==> src/rtl/iobus_pkg.sv <==
// Shared IO bus definitions: address-space constants, bus widths and the
// responder FSM state encoding.
package iobus_pkg;

  localparam int unsigned IOBUS_ADDR_W = 32;
  localparam int unsigned IOBUS_DATA_W = 32;
  localparam int unsigned IOBUS_BE_W   = 4;

  localparam logic [1:0]              IOBUS_SPACE_MSBS   = 2'b11;
  localparam logic [IOBUS_DATA_W-1:0] IOBUS_DEFAULT_DATA = 32'hFFFF_FFFF;

  typedef enum logic [1:0] {
    ST_IDLE,
    ST_WAIT,
    ST_RESP
  } iobus_state_e;

endpackage

==> src/rtl/iobus_timeout_counter.sv <==
// Saturating 16-bit wait-cycle counter; expired flags the last allowed
// WAIT cycle.
module iobus_timeout_counter #(
  parameter int unsigned TIMEOUT_CYCLES = 255
) (
  input  logic clk,
  input  logic rst_n,
  input  logic clear,
  input  logic enable,
  output logic expired
);

  logic [15:0] count;

  assign expired = (count == 16'(TIMEOUT_CYCLES - 1));

  always_ff @(posedge clk or negedge rst_n) begin
    if (!rst_n) begin
      count <= '0;
    end else if (clear) begin
      count <= '0;
    end else if (enable && !expired) begin
      count <= count + 16'd1;
    end
  end

endmodule

==> src/rtl/iobus_slave_decoder.sv <==
// IO bus slave decoder: routes master strobes to one slave, tracks the single
// outstanding transaction and returns a registered response with fault status.
module iobus_slave_decoder
  import iobus_pkg::*;
#(
  parameter int unsigned NUM_SLAVES     = 4,
  parameter int unsigned SEL_LSB        = 24,
  parameter int unsigned SEL_W          = 2,
  parameter int unsigned TIMEOUT_CYCLES = 255
) (
  input  logic                    clk,
  input  logic                    rst_n,
  input  logic                    io_addr_strobe,
  input  logic                    io_read_strobe,
  input  logic                    io_write_strobe,
  input  logic [31:0]             io_address,
  input  logic [3:0]              io_byte_enable,
  input  logic [31:0]             io_write_data,
  output logic [31:0]             io_read_data,
  output logic                    io_ready,
  output logic [NUM_SLAVES-1:0]   s_addr_strobe,
  output logic [NUM_SLAVES-1:0]   s_read_strobe,
  output logic [NUM_SLAVES-1:0]   s_write_strobe,
  output logic [31:0]             s_address,
  output logic [3:0]              s_byte_enable,
  output logic [31:0]             s_write_data,
  input  logic [32*NUM_SLAVES-1:0] s_read_data,
  input  logic [NUM_SLAVES-1:0]   s_ready,
  input  logic                    clear_fault,
  output logic                    timeout_flag,
  output logic                    proto_err,
  output logic [31:0]             fault_addr
);

  localparam int unsigned NSLOT = 1 << SEL_W;

  iobus_state_e state;
  logic [SEL_W-1:0]  sel, sel_q, cur_sel;
  logic              mapped, is_read_q, cur_ready, expired;
  logic [31:0]       addr_q, cur_data;
  logic [NSLOT-1:0]  ready_pad, as_pad, rs_pad, ws_pad;
  logic [32*NSLOT-1:0] rdata_pad;

  assign s_address     = io_address;
  assign s_byte_enable = io_byte_enable;
  assign s_write_data  = io_write_data;

  assign sel     = io_address[SEL_LSB +: SEL_W];
  assign mapped  = (io_address[IOBUS_ADDR_W-1 -: 2] == IOBUS_SPACE_MSBS) &&
                   (32'(sel) < NUM_SLAVES);
  assign cur_sel = (state == ST_IDLE) ? sel : sel_q;

  // Slave vectors are padded to the full select range so any sel indexes safely.
  always_comb begin
    ready_pad = '0;
    rdata_pad = '0;
    ready_pad[NUM_SLAVES-1:0]    = s_ready;
    rdata_pad[32*NUM_SLAVES-1:0] = s_read_data;
    cur_ready = ready_pad[cur_sel];
    cur_data  = rdata_pad[{cur_sel, 5'b0} +: 32];
  end

  always_comb begin
    as_pad = '0;
    rs_pad = '0;
    ws_pad = '0;
    if (state == ST_IDLE && io_addr_strobe && mapped) begin
      as_pad[sel] = 1'b1;
      rs_pad[sel] = io_read_strobe;
      ws_pad[sel] = io_write_strobe;
    end
  end

  assign s_addr_strobe  = as_pad[NUM_SLAVES-1:0];
  assign s_read_strobe  = rs_pad[NUM_SLAVES-1:0];
  assign s_write_strobe = ws_pad[NUM_SLAVES-1:0];

  iobus_timeout_counter #(
    .TIMEOUT_CYCLES(TIMEOUT_CYCLES)
  ) u_timer (
    .clk    (clk),
    .rst_n  (rst_n),
    .clear  (state == ST_IDLE),
    .enable (state == ST_WAIT && !cur_ready),
    .expired(expired)
  );

  // Clear is applied first so a same-cycle set event overrides it.
  always_ff @(posedge clk or negedge rst_n) begin
    if (!rst_n) begin
      state        <= ST_IDLE;
      io_ready     <= 1'b0;
      io_read_data <= '0;
      timeout_flag <= 1'b0;
      proto_err    <= 1'b0;
      fault_addr   <= '0;
      sel_q        <= '0;
      is_read_q    <= 1'b0;
      addr_q       <= '0;
    end else begin
      io_ready     <= 1'b0;
      io_read_data <= '0;
      if (clear_fault) begin
        timeout_flag <= 1'b0;
        proto_err    <= 1'b0;
        fault_addr   <= '0;
      end
      if (io_addr_strobe && state != ST_IDLE) proto_err <= 1'b1;
      case (state)
        ST_IDLE: begin
          if (io_addr_strobe) begin
            if (!mapped) begin
              io_ready     <= 1'b1;
              io_read_data <= IOBUS_DEFAULT_DATA;
              fault_addr   <= io_address;
              state        <= ST_RESP;
            end else if (cur_ready) begin
              io_ready     <= 1'b1;
              io_read_data <= io_read_strobe ? cur_data : '0;
              state        <= ST_RESP;
            end else begin
              sel_q     <= sel;
              is_read_q <= io_read_strobe;
              addr_q    <= io_address;
              state     <= ST_WAIT;
            end
          end
        end
        ST_WAIT: begin
          if (cur_ready) begin
            io_ready     <= 1'b1;
            io_read_data <= is_read_q ? cur_data : '0;
            state        <= ST_RESP;
          end else if (expired) begin
            io_ready     <= 1'b1;
            io_read_data <= IOBUS_DEFAULT_DATA;
            timeout_flag <= 1'b1;
            fault_addr   <= addr_q;
            state        <= ST_RESP;
          end
        end
        ST_RESP: state <= ST_IDLE;
        default: state <= ST_IDLE;
      endcase
    end
  end

endmodule

==> config.mk <==
export PLATFORM = sky130hd
export DESIGN_NAME = iobus_slave_decoder
export DESIGN_NICKNAME = d
export VERILOG_FILES = /design/src/rtl/iobus_pkg.sv /design/src/rtl/iobus_timeout_counter.sv /design/src/rtl/iobus_slave_decoder.sv
export SDC_FILE = /design/constraint.sdc
export NUM_CORES = 1
export LEC_CHECK = 0
export CAP_MARGIN = 10
export CORE_AREA = 2 2 135 137
export DETAILED_ROUTE_END_ITERATION = 6
export DIE_AREA = 0 0 137 139
export DONT_BUFFER_PORTS = 1
export HOLD_SLACK_MARGIN = 0.08
export SETUP_SLACK_MARGIN = 0.05
export SYNTH_ARGS = -nofsm -noshare
export SYNTH_HDL_FRONTEND = slang
export SYNTH_SLANG_ARGS = --single-unit
==> constraint.sdc <==
create_clock -name clk -period 4.7 [get_ports clk]
set_clock_uncertainty 0.05 [all_clocks]
set_input_delay 0.235 -clock clk [delete_from_list [all_inputs] [get_ports clk]]
set_output_delay 0.235 -clock clk [all_outputs]
set_load 0.03 [all_outputs]
==> metrics, run 1 <==
MaxCap Viol Count=0; via count of the first global-routing pass=between 5000 and 6000; number of design-rule violations left by the first detailed-router iteration=approximately 270; worst r2r dst=fault_addr[21]$_DFF_PN0_; net count reported at finish=910; ratio of total power to cell area=~560 mW/mm²; final-report setup violation count=0; first-pass GRT wire length=approximately 34000 µm; Worst Setup Path Type=register to primary output; count of H-tree levels built during CTS=4; Least-Margin Pin Slew=approximately 1.1 ns; die area=~0.019 mm²; Gate Count Post-Synth=760; final number of max-transition violations=0; leftover overflow at the end of global routing=0; buffers from clock root to sink, at most=2; Critical Path Source=state[1]$_DFFE_PN0P_; number of inserted filler cells in the final layout=around 1700; Vias/cell=between 6 and 7; placeable core region=roughly 0.018 mm²; Worst Hold Depth=2; TritonCTS sink count=approximately 120; total wire length=around 22000 µm; Final TNS setup=0 ns; min-delay worst type=input pin to register; arrival time of the worst setup path=3.27 ns; depth of the worst register-to-register path=8; IO buf count=0; number of hold-slack violations in the final timing report=0; area after detailed placement=0.00714 mm²; Routed wire per std cell=23.1 µm; mean area per synthesized cell=9.95 µm²; share of cells above drive strength 1=13.4%; CP peak stage delay=about 0.7 ns; Netlist cell types=62; share of the clock period used by the worst path=around 76%; post-synthesis cell area=0.00756 mm²; number of storage elements in the synthesis netlist=between 100 and 150; setup repair after global routing missed its margin=false; total non-filler cell area in the finished layout=slightly above 0.008 mm²; number of antenna violations at the first check in global routing=4; routed via count=5708; top library cells by usage in the layout, fill and taps aside=117 x sky130_fd_sc_hd__dfrtp_1, 112 x sky130_fd_sc_hd__nand2_1, 41 x sky130_fd_sc_hd__o211ai_1, 40 x sky130_fd_sc_hd__o21ai_0, 38 x sky130_fd_sc_hd__nor2_1; minimum period implied by the final worst setup slack=roughly 3.6 ns; chip height=approximately 140 µm; cells resized by post-CTS repair=0; startpoint type of the worst setup path=register; chip width=137 µm; peak ir drop on the vdd network=417 µV; clock network latency to the later pin of the worst-skew pair=about 0.42 ns; routability cong.=0.921; Max Fanout on Critical Path=between 40 and 50; worst hold path endpoint=proto_err$_DFFE_PN0P_; f_max=between 200 and 300 MHz; clk root buf=sky130_fd_sc_hd__clkbuf_16; CP dominant cell by count=sky130_fd_sc_hd__nand2_1; row count=49; CTS tree=done; share of synthesized area occupied by flip-flops and latches=roughly 40%; Primary FF master, synth=sky130_fd_sc_hd__dfrtp_1; Required @ worst endpoint=~4.4 ns; share of synthesized registers carrying an async set or reset=100%; outcome=complete, no violations; most common cell after layout, fill and taps aside=sky130_fd_sc_hd__dfrtp_1; clock buffers created by TritonCTS=17; half-perimeter wire length after placement=15100 µm; Residual DRC=0; total design power=about 0.0046 W; internal reg-to-reg setup slack=around 1.2 ns; maximum number of pins on one net before global-route repair=around 120; Ports=between 300 and 400; origin of the critical flop-to-flop path=state[0]$_DFFE_PN0P_; Min-Delay Startpoint=clear_fault; clock transition at the registers of the reported paths=about 0.060 ns; Setup Fix Bufs, Post-CTS=0; Post-CTS Hold Fix Bufs=37; relative slew slack=between 20% and 30%; number of warnings issued by yosys=0; CP cell instances=buf_4, inv_2, nand2_1, nor3_1, nand2_1, nor2_1, and2_1; cell leakage power=about 3.5 nW; syn_nets=~970; Crit-path slowest cell=sky130_fd_sc_hd__dfrtp_2; number of antenna-violating nets in the routed design=0; Worst Setup End Kind=primary output; drt pass-1 iters=5; layout overhead on the synthesized area=7.79%; GRT Util Overall=about 23%; Initial Util=a little over two fifths; count of flip-flops with a built-in enable after synthesis=0
## cell type report
cell class | instances | area, µm² | share of cell area (%)
inverter | 11 | 41.3 | 0.506
clock inverter | 10 | 118 | 1.44
clock buffer | 22 | 494 | 6.06
multi-input combinational | 504 | 3750 | 46.0
timing repair buffer | 50 | 499 | 6.12
sequential | 118 | 2950 | 36.2
antenna | 3 | 7.51 | 0.0921
tap | 229 | 287 | 3.51
## metrics by stage
step                hold WS (ns)  utilization (%)  instances  worst slack, ns
floorplan                 -0.111                -        760             2.17
global placement          -0.107             40.4        874             1.33
detailed placement        -0.108             40.4        875             1.19
CTS                       0.0920             46.1        944             1.18
global route               0.114             46.2        947            0.897
finish                     0.104             46.2        947             1.15
## critical path, delay by kind of cell, from the launching register on
kind	cells	cell delay, ns
and+or+nand+nor	5	1.67
DFF	1	0.70
buffers and inverters	2	0.48
## where the power goes
| group | leakage (nW) | switching (W) | internal, W |
|---|---|---|---|
| clock network | 0.291 | 0.000484 | 0.000852 |
| logic | 1.66 | 0.000742 | 0.000593 |
| registers | 1.51 | 0.000611 | 0.00132 |
| total | 3.46 | 0.00184 | 0.00277 |
## cells in the mapped netlist, types with 5 or more instances
master / count / area [µm²]
sky130_fd_sc_hd__o21ai_0: 40 / 200
sky130_fd_sc_hd__nand3_1: 18 / 90.1
sky130_fd_sc_hd__inv_1: 10 / 37.5
sky130_fd_sc_hd__mux4_2: 31 / 698
sky130_fd_sc_hd__clkbuf_1: 34 / 128
sky130_fd_sc_hd__buf_4: 72 / 541
sky130_fd_sc_hd__mux2_1: 32 / 360
sky130_fd_sc_hd__buf_6: 10 / 113
sky130_fd_sc_hd__dfrtp_1: 118 / 2950
sky130_fd_sc_hd__a21oi_1: 6 / 30.0
sky130_fd_sc_hd__nor2b_1: 32 / 200
sky130_fd_sc_hd__and2_1: 9 / 56.3
sky130_fd_sc_hd__and3_1: 5 / 31.3
sky130_fd_sc_hd__nor2_1: 38 / 143
sky130_fd_sc_hd__buf_2: 11 / 55.1
sky130_fd_sc_hd__o211ai_1: 41 / 308
sky130_fd_sc_hd__mux2i_1: 31 / 310
sky130_fd_sc_hd__or4_1: 6 / 45.0
sky130_fd_sc_hd__a211o_1: 5 / 43.8
sky130_fd_sc_hd__o2bb2ai_1: 31 / 272
sky130_fd_sc_hd__nand2_1: 113 / 424
## sequential cells by signal, summed over array words and instances, names as in the netlist
| name | count |
|---|---|
| is_read_q | 1 |
| io_ready | 1 |
| io_read_data | 32 |
| sel_q | 1 |
| u_timer.count | 16 |
| addr_q | 31 |
| proto_err | 1 |
| timeout_flag | 1 |
| state | 2 |
| fault_addr | 32 |
## kinds of logic (layout without fill, tap and decap cells)
family          Yosys count  after routing  share of synthesized area (%)
compound gates          153            153                           14.4
fa+ha+maj                 2              2                          0.331
buf+inv                 138             93                           11.6
flops                   118            118                           39.0
mux                      95             95                           18.2
other cells               0              3                              0
simple gates            254            254                           16.4
## worst max path at each step
stage / end / slack, ns / depth (start not counted)
4_1_cts: fault_addr[21]$_DFF_PN0_ / 1.18 / 8
3_3_place_gp: fault_addr[3]$_DFF_PN0_ / 1.33 / 8
5_1_grt: fault_addr[3]$_DFF_PN0_ / 0.90 / 8
6_report: s_read_strobe[1] / 1.15 / 7
2_1_floorplan: s_read_strobe[0] / 2.17 / 5
3_5_place_dp: fault_addr[21]$_DFF_PN0_ / 1.19 / 8
## routing by layer
metal  GRT usage (%)  vias up  wire length (µm)
met4            8.41        2               490
met1            27.0     2823              8390
met5               0        -                 7
li1                -     2565                 -
met2            38.7      283             11100
met3            7.71       35              1900
No activity file was read; power rests on OpenSTA's default activity.
==> inputs of run 2 (changes only) <==
==> constraint.sdc (replaced) <==
create_clock -name clk -period 3.6 [get_ports clk]
set_clock_uncertainty 0.05 [all_clocks]
set_input_delay 0.18 -clock clk [delete_from_list [all_inputs] [get_ports clk]]
set_output_delay 0.18 -clock clk [all_outputs]
set_load 0.03 [all_outputs]
==> run 2 against run 1 <==
  * Via count rose by 0.86%
  * Count of clock-buffer cells in the layout fell by 1
  * Critical path depth fell by 1
  * Setup slack got worse by 0.52 ns
  * Hold slack got worse by 0.030 ns
  * Sequential share of layout area fell by 0.80 points
  * Critical path type unchanged
  * Largest cell class unchanged
  * Largest power group unchanged
  * Highest routed layer unchanged
==> metrics, run 2 (synthesis results as in run 1) <==
outcome=complete, no violations; TritonCTS sink count=118 (unchanged); final-report setup violation count=0 (unchanged); ratio of total power to cell area=763 mW/mm² (+35%); Least-Margin Pin Slew=1.07 ns (-0.0749 ns); top library cells by usage in the layout, fill and taps aside=117 x sky130_fd_sc_hd__dfrtp_1, 112 x sky130_fd_sc_hd__nand2_1, 41 x sky130_fd_sc_hd__o211ai_1, 40 x sky130_fd_sc_hd__o21ai_0, 38 x sky130_fd_sc_hd__nor2_1; worst hold path endpoint=state[0]$_DFFE_PN0P_; IO buf count=0 (unchanged); total non-filler cell area in the finished layout=0.00834 mm² (+2.3%); layout overhead on the synthesized area=10.2%; total wire length=21900 µm (-0.24%); number of antenna-violating nets in the routed design=0 (unchanged); net count reported at finish=914 (+0.44%); area after detailed placement=0.00718 mm² (+0.61%); die area=0.0190 mm² (unchanged); number of hold-slack violations in the final timing report=0 (unchanged); startpoint type of the worst setup path=register; CP peak stage delay=0.57 ns (-0.13 ns); relative slew slack=28.9% (+5.2 points); Vias/cell=6.03 (about the same); placeable core region=0.0177 mm² (unchanged); cell leakage power=3.56 nW (+2.7%); MaxCap Viol Count=0 (unchanged); first-pass GRT wire length=33800 µm (+0.70%); clock network latency to the later pin of the worst-skew pair=0.42 ns (about the same); share of the clock period used by the worst path=roughly 83%; Initial Util=42.8% (unchanged); Final TNS setup=0 ns (unchanged); depth of the worst register-to-register path=8 (unchanged); routability cong.=0.959 (+4.1%); Post-CTS Hold Fix Bufs=39 (+5.4%); Required @ worst endpoint=3.37 ns (-1.04 ns); pre-CTS worst setup slack=0.663 ns (-0.523 ns); CP cell instances=inv_2, nand2_1, nor3_1, nand2_1, nor2_1, and2_1; total design power=0.00636 W (+38%); row count=49 (unchanged); GRT Util Overall=23.1% (+0.17 points); Worst Hold Depth=2 (unchanged); Worst Slack Setup Final=0.622 ns (-0.524 ns); Worst Setup End Kind=primary output; Min-Delay Startpoint=io_address[30]; clock buffers created by TritonCTS=17 (unchanged); routed via count=5757 (+0.86%); number of design-rule violations left by the first detailed-router iteration=325 (+19%); Setup Fix Bufs, Post-CTS=0 (unchanged); Max Fanout on Critical Path=22 (-48%); most common cell after layout, fill and taps aside=sky130_fd_sc_hd__dfrtp_1; Ports=353 (unchanged); Crit-path slowest cell=sky130_fd_sc_hd__dfrtp_2; registers with the most flip-flops=fault_addr (32), io_read_data (32), addr_q (31); clk root buf=sky130_fd_sc_hd__clkbuf_16; f_max=approximately 340 MHz; number of antenna violations at the first check in global routing=9 (+5); setup repair after global routing missed its margin=false; final number of max-transition violations=0 (unchanged); count of H-tree levels built during CTS=4 (unchanged); cells resized by post-CTS repair=0 (unchanged); final worst hold slack=0.0737 ns (-0.0302 ns); Residual DRC=0 (unchanged); via count of the first global-routing pass=5883 (-0.46%); half-perimeter wire length after placement=15100 µm (about the same); origin of the critical flop-to-flop path=state[0]$_DFFE_PN0P_; CP dominant cell by count=sky130_fd_sc_hd__nand2_1; min-delay worst type=input pin to register; Routed wire per std cell=22.9 µm (-1.1%); drt pass-1 iters=5 (unchanged); chip width=137 µm (unchanged); chip height=139 µm (unchanged); peak ir drop on the vdd network=392 µV (-6.0%); buffers from clock root to sink, at most=2 (unchanged); minimum period implied by the final worst setup slack=around 3.0 ns; leftover overflow at the end of global routing=0 (unchanged); worst r2r dst=addr_q[4]$_DFFE_PN0P_; maximum number of pins on one net before global-route repair=119 (unchanged); CTS tree=done; internal reg-to-reg setup slack=0.70 ns (-0.54 ns); clock transition at the registers of the reported paths=0.05 ns (about the same); arrival time of the worst setup path=2.75 ns (-0.52 ns); share of cells above drive strength 1=13.6% (+0.20 points); Worst Setup Path Type=register to primary output
run 2: changes by cell type in the layout (fill, tap and decap cells not counted):
| cell | change |
|---|---|
| sky130_fd_sc_hd__buf_12 | +2 |
| sky130_fd_sc_hd__buf_6 | -1 |
| sky130_fd_sc_hd__buf_8 | +1 |
| sky130_fd_sc_hd__bufinv_16 | +5 |
| sky130_fd_sc_hd__clkbuf_8 | -1 |
| sky130_fd_sc_hd__clkinv_2 | -1 |
| sky130_fd_sc_hd__clkinv_4 | +2 |
| sky130_fd_sc_hd__clkinvlp_4 | -4 |
| sky130_fd_sc_hd__diode_2 | +4 |
| sky130_fd_sc_hd__dlygate4sd3_1 | +2 |
| sky130_fd_sc_hd__inv_6 | -1 |
run 2: cell type report:
cell class,count,area (µm²)
clock buffers,21,480
flip-flops and latches,118,2950
multi-input cells,504,3750
diodes,7,17.5
fillers,1596,9320
clock inverters,11,241
repair buffers,54,563
inverters,11,41.3
well taps,229,287
run 2: metal layers:
| metal | part of all wire, % | global-route usage (%) |
|---|---|---|
| met5 | 0.032 | 0 |
| met3 | 9.5 | 8.33 |
| met2 | 50 | 37.4 |
| met4 | 2.4 | 10.1 |
| met1 | 38 | 27.5 |
run 2: power breakdown:
part | internal [W] | switching [W]
logic | 0.000783 | 0.000995
clock network | 0.00145 | 0.000636
registers | 0.00173 | 0.000777
total | 0.00396 | 0.00241
run 2: how the worst max path moves through the flow:
stage,startpoint,end,slack [ns],depth (start not counted)
5_1_grt,state[0]$_DFFE_PN0P_,s_read_strobe[0],0.41,5
2_1_floorplan,state[1]$_DFFE_PN0P_,s_read_strobe[0],1.12,5
3_3_place_gp,state[0]$_DFFE_PN0P_,io_read_data[17]$_DFF_PN0_,0.78,7
3_5_place_dp,state[0]$_DFFE_PN0P_,io_read_data[31]$_DFF_PN0_,0.66,7
4_1_cts,state[0]$_DFFE_PN0P_,s_read_strobe[0],0.60,5
6_report,state[1]$_DFFE_PN0P_,s_write_strobe[1],0.62,6
run 2: through the flow:
stage                     util, %  std cells
after global placement       40.6        876
after floorplan                 -        760
after detailed placement     40.7        877
after CTS                    47.1        948
final                        47.2        955
after global routing         47.2        954
run 2: critical path, delay by kind of cell, from the launching register on:
kind,cells,cell delay (ns)
AND/OR/NAND/NOR,5,1.53
buffers and inverters,1,0.22
flip-flops,1,0.57
==> inputs of run 3 (changes only) <==
==> constraint.sdc (replaced) <==
create_clock -name clk -period 2.5 [get_ports clk]
set_clock_uncertainty 0.05 [all_clocks]
set_input_delay 0.125 -clock clk [delete_from_list [all_inputs] [get_ports clk]]
set_output_delay 0.125 -clock clk [all_outputs]
set_load 0.03 [all_outputs]
==> run 3 against run 2 <==
  * The run now ends with negative hold slack left
  * Cell area increased by 9.4%
  * Hold slack got worse by 0.72 ns
  * Via count increased by 7.3%
  * Global-route usage is 1.2 points higher
  * Flip-flop and latch count unchanged
  * Critical path depth is 1 lower
  * Count of clock-buffer cells in the layout grew 2
  * Total power rose by 39%
  * Critical path type unchanged
  * Critical endpoint is now s_read_strobe[2]
==> metrics, run 3 (synthesis results as in run 1) <==
outcome=finished, violations left; failing checks=negative hold slack; buffers from clock root to sink, at most=2 (unchanged); Initial Util=42.8% (unchanged); startpoint type of the worst setup path=register; chip height=139 µm (unchanged); leftover overflow at the end of global routing=0 (unchanged); via count of the first global-routing pass=6434 (+9.4%); Residual DRC=0 (unchanged); ratio of total power to cell area=972 mW/mm² (+27%); relative slew slack=27.3% (-1.6 points); share of cells above drive strength 1=15.4% (+1.8 points); Ports=353 (unchanged); CTS tree=done; Worst Setup Path Type=register to primary output; utilization after layout=51.7% (+4.4 points); maximum number of pins on one net before global-route repair=119 (unchanged); number of antenna violations at the first check in global routing=9 (unchanged); routability cong.=0.955 (-0.49%); number of design-rule violations left by the first detailed-router iteration=416 (+28%); die area=0.0190 mm² (unchanged); half-perimeter wire length after placement=15500 µm (+2.8%); GRT Util Overall=24.3% (+1.2 points); MaxCap Viol Count=0 (unchanged); routed via count=6177 (+7.3%); Worst Setup End Kind=primary output; clk root buf=sky130_fd_sc_hd__clkbuf_16; Final TNS setup=0 ns (unchanged); cell leakage power=3.90 nW (+9.5%); number of inserted filler cells in the final layout=1590 (-0.38%); Post-CTS Hold Fix Bufs=107 (+170%); final-report setup violation count=0 (unchanged); minimum period implied by the final worst setup slack=approximately 2.4 ns; min-delay worst type=input pin to async pin; layout overhead on the synthesized area=20.6%; number of antenna-violating nets in the routed design=0 (unchanged); final worst hold slack=-0.645 ns (-0.719 ns); f_max=approximately 420 MHz; TritonCTS sink count=118 (unchanged); Routed wire per std cell=22.1 µm (-3.4%); clock network latency to the later pin of the worst-skew pair=0.41 ns (about the same); clock transition at the registers of the reported paths=0.06 ns (about the same); number of hold-slack violations in the final timing report=118 (+118); Max Fanout on Critical Path=30 (+36%); kind of cell adding the most delay to the critical path=simple AND/OR/NAND/NOR gates; peak ir drop on the vdd network=607 µV (+55%); count of H-tree levels built during CTS=4 (unchanged); clock buffers created by TritonCTS=17 (unchanged); share of the clock period used by the worst path=94.6%; CP cell instances=buf_6, nor3b_2, nand3_2, nor2_1, and3_1; CP peak stage delay=0.47 ns (-0.10 ns); first-pass GRT wire length=35700 µm (+5.6%); Crit-path slowest cell=sky130_fd_sc_hd__dfrtp_2; Required @ worst endpoint=2.33 ns (-1.04 ns); arrival time of the worst setup path=2.19 ns (-0.56 ns); setup repair after global routing missed its margin=true; drt pass-1 iters=5 (unchanged); most common cell after layout, fill and taps aside=sky130_fd_sc_hd__dfrtp_1; final number of max-transition violations=0 (unchanged); row count=49 (unchanged); IO buf count=0 (unchanged); Least-Margin Pin Slew=1.09 ns (+0.0245 ns); total wire length=23200 µm (+6.1%); registers with the most flip-flops=fault_addr (32), io_read_data (32), addr_q (31); top library cells by usage in the layout, fill and taps aside=117 x sky130_fd_sc_hd__dfrtp_1, 112 x sky130_fd_sc_hd__nand2_1, 106 x sky130_fd_sc_hd__dlygate4sd3_1, 41 x sky130_fd_sc_hd__o211ai_1, 40 x sky130_fd_sc_hd__o21ai_0; net count reported at finish=1006 (+10%); chip width=137 µm (unchanged); Vias/cell=5.89 (-2.3%); placeable core region=0.0177 mm² (unchanged); Buffers & Inverters on Critical Path=1 (unchanged)
-- run 3: cell types whose count changed in the layout (fill, tap and decap cells not counted), sizes merged --
cell         delta
buf            +23
bufinv          -5
clkbuf          +2
clkinvlp        +3
diode           +3
dlygate4sd3    +69
inv             -1
-- run 3: metrics by stage --
step	area, µm²	power, W	hold WS [ns]	instances	worst slack (ns)
6_report	9120	0.00886	-0.645	1049	0.134
3_3_place_gp	7340	0.00607	-0.216	898	0.161
4_1_cts	9030	0.00883	-0.661	1036	0.0573
2_1_floorplan	7560	0.00575	-0.221	760	0.0753
5_1_grt	9120	0.00936	-0.662	1047	0.000850
3_5_place_dp	7340	0.00620	-0.216	898	0.0550
-- run 3: path summary, 6_finish.rpt --
check | start | end | slack [ns] | cells past startpoint
max in group asynchronous | rst_n | state[1]$_DFFE_PN0P_ | 2.85 | 0
min reg2reg | addr_q[30]$_DFFE_PN0P_ | addr_q[30]$_DFFE_PN0P_ | 0.42 | 1
min in group clk | s_read_data[29] | io_read_data[29]$_DFF_PN0_ | 0.09 | 3
min | rst_n | fault_addr[13]$_DFF_PN0_ | -0.64 | 0
max | state[1]$_DFFE_PN0P_ | s_read_strobe[2] | 0.13 | 5
max reg2reg | state[1]$_DFFE_PN0P_ | io_read_data[21]$_DFF_PN0_ | 0.16 | 7
-- run 3: final cells by class --
class                           count  area (µm²)  area share (%)
Inverter                           11        43.8           0.480
Multi-Input combinational cell    504        3800            41.6
Timing Repair Buffer              146        1430            15.7
Clock inverter                      8        97.6            1.07
Sequential cell                   118        2950            32.4
Clock buffer                       23         488            5.35
Antenna cell                       10        25.0           0.274
Tap cell                          229         287            3.14
-- run 3: per-layer routing --
metal | wire (µm) | global-route usage [%] | up-vias
met4 | 728 | 12.9 | 0
met5 | 0 | 0 | -
met2 | 11700 | 40.1 | 324
li1 | - | - | 2760
met1 | 8800 | 28.6 | 3043
met3 | 1970 | 6.83 | 50
-- run 3: repair_timing --
action                                 CTS  global route
pin swaps                                0             2
resized for setup                        4             9
cloned                                   0             0
buffers inserted                         0             2
endpoints found under the hold margin  203           118
setup endpoints to repair               12            83
-- run 3: power breakdown --
group,switching [W],internal (W)
sequential,0.00110,0.00249
combinational,0.00151,0.00132
clock,0.000879,0.00156
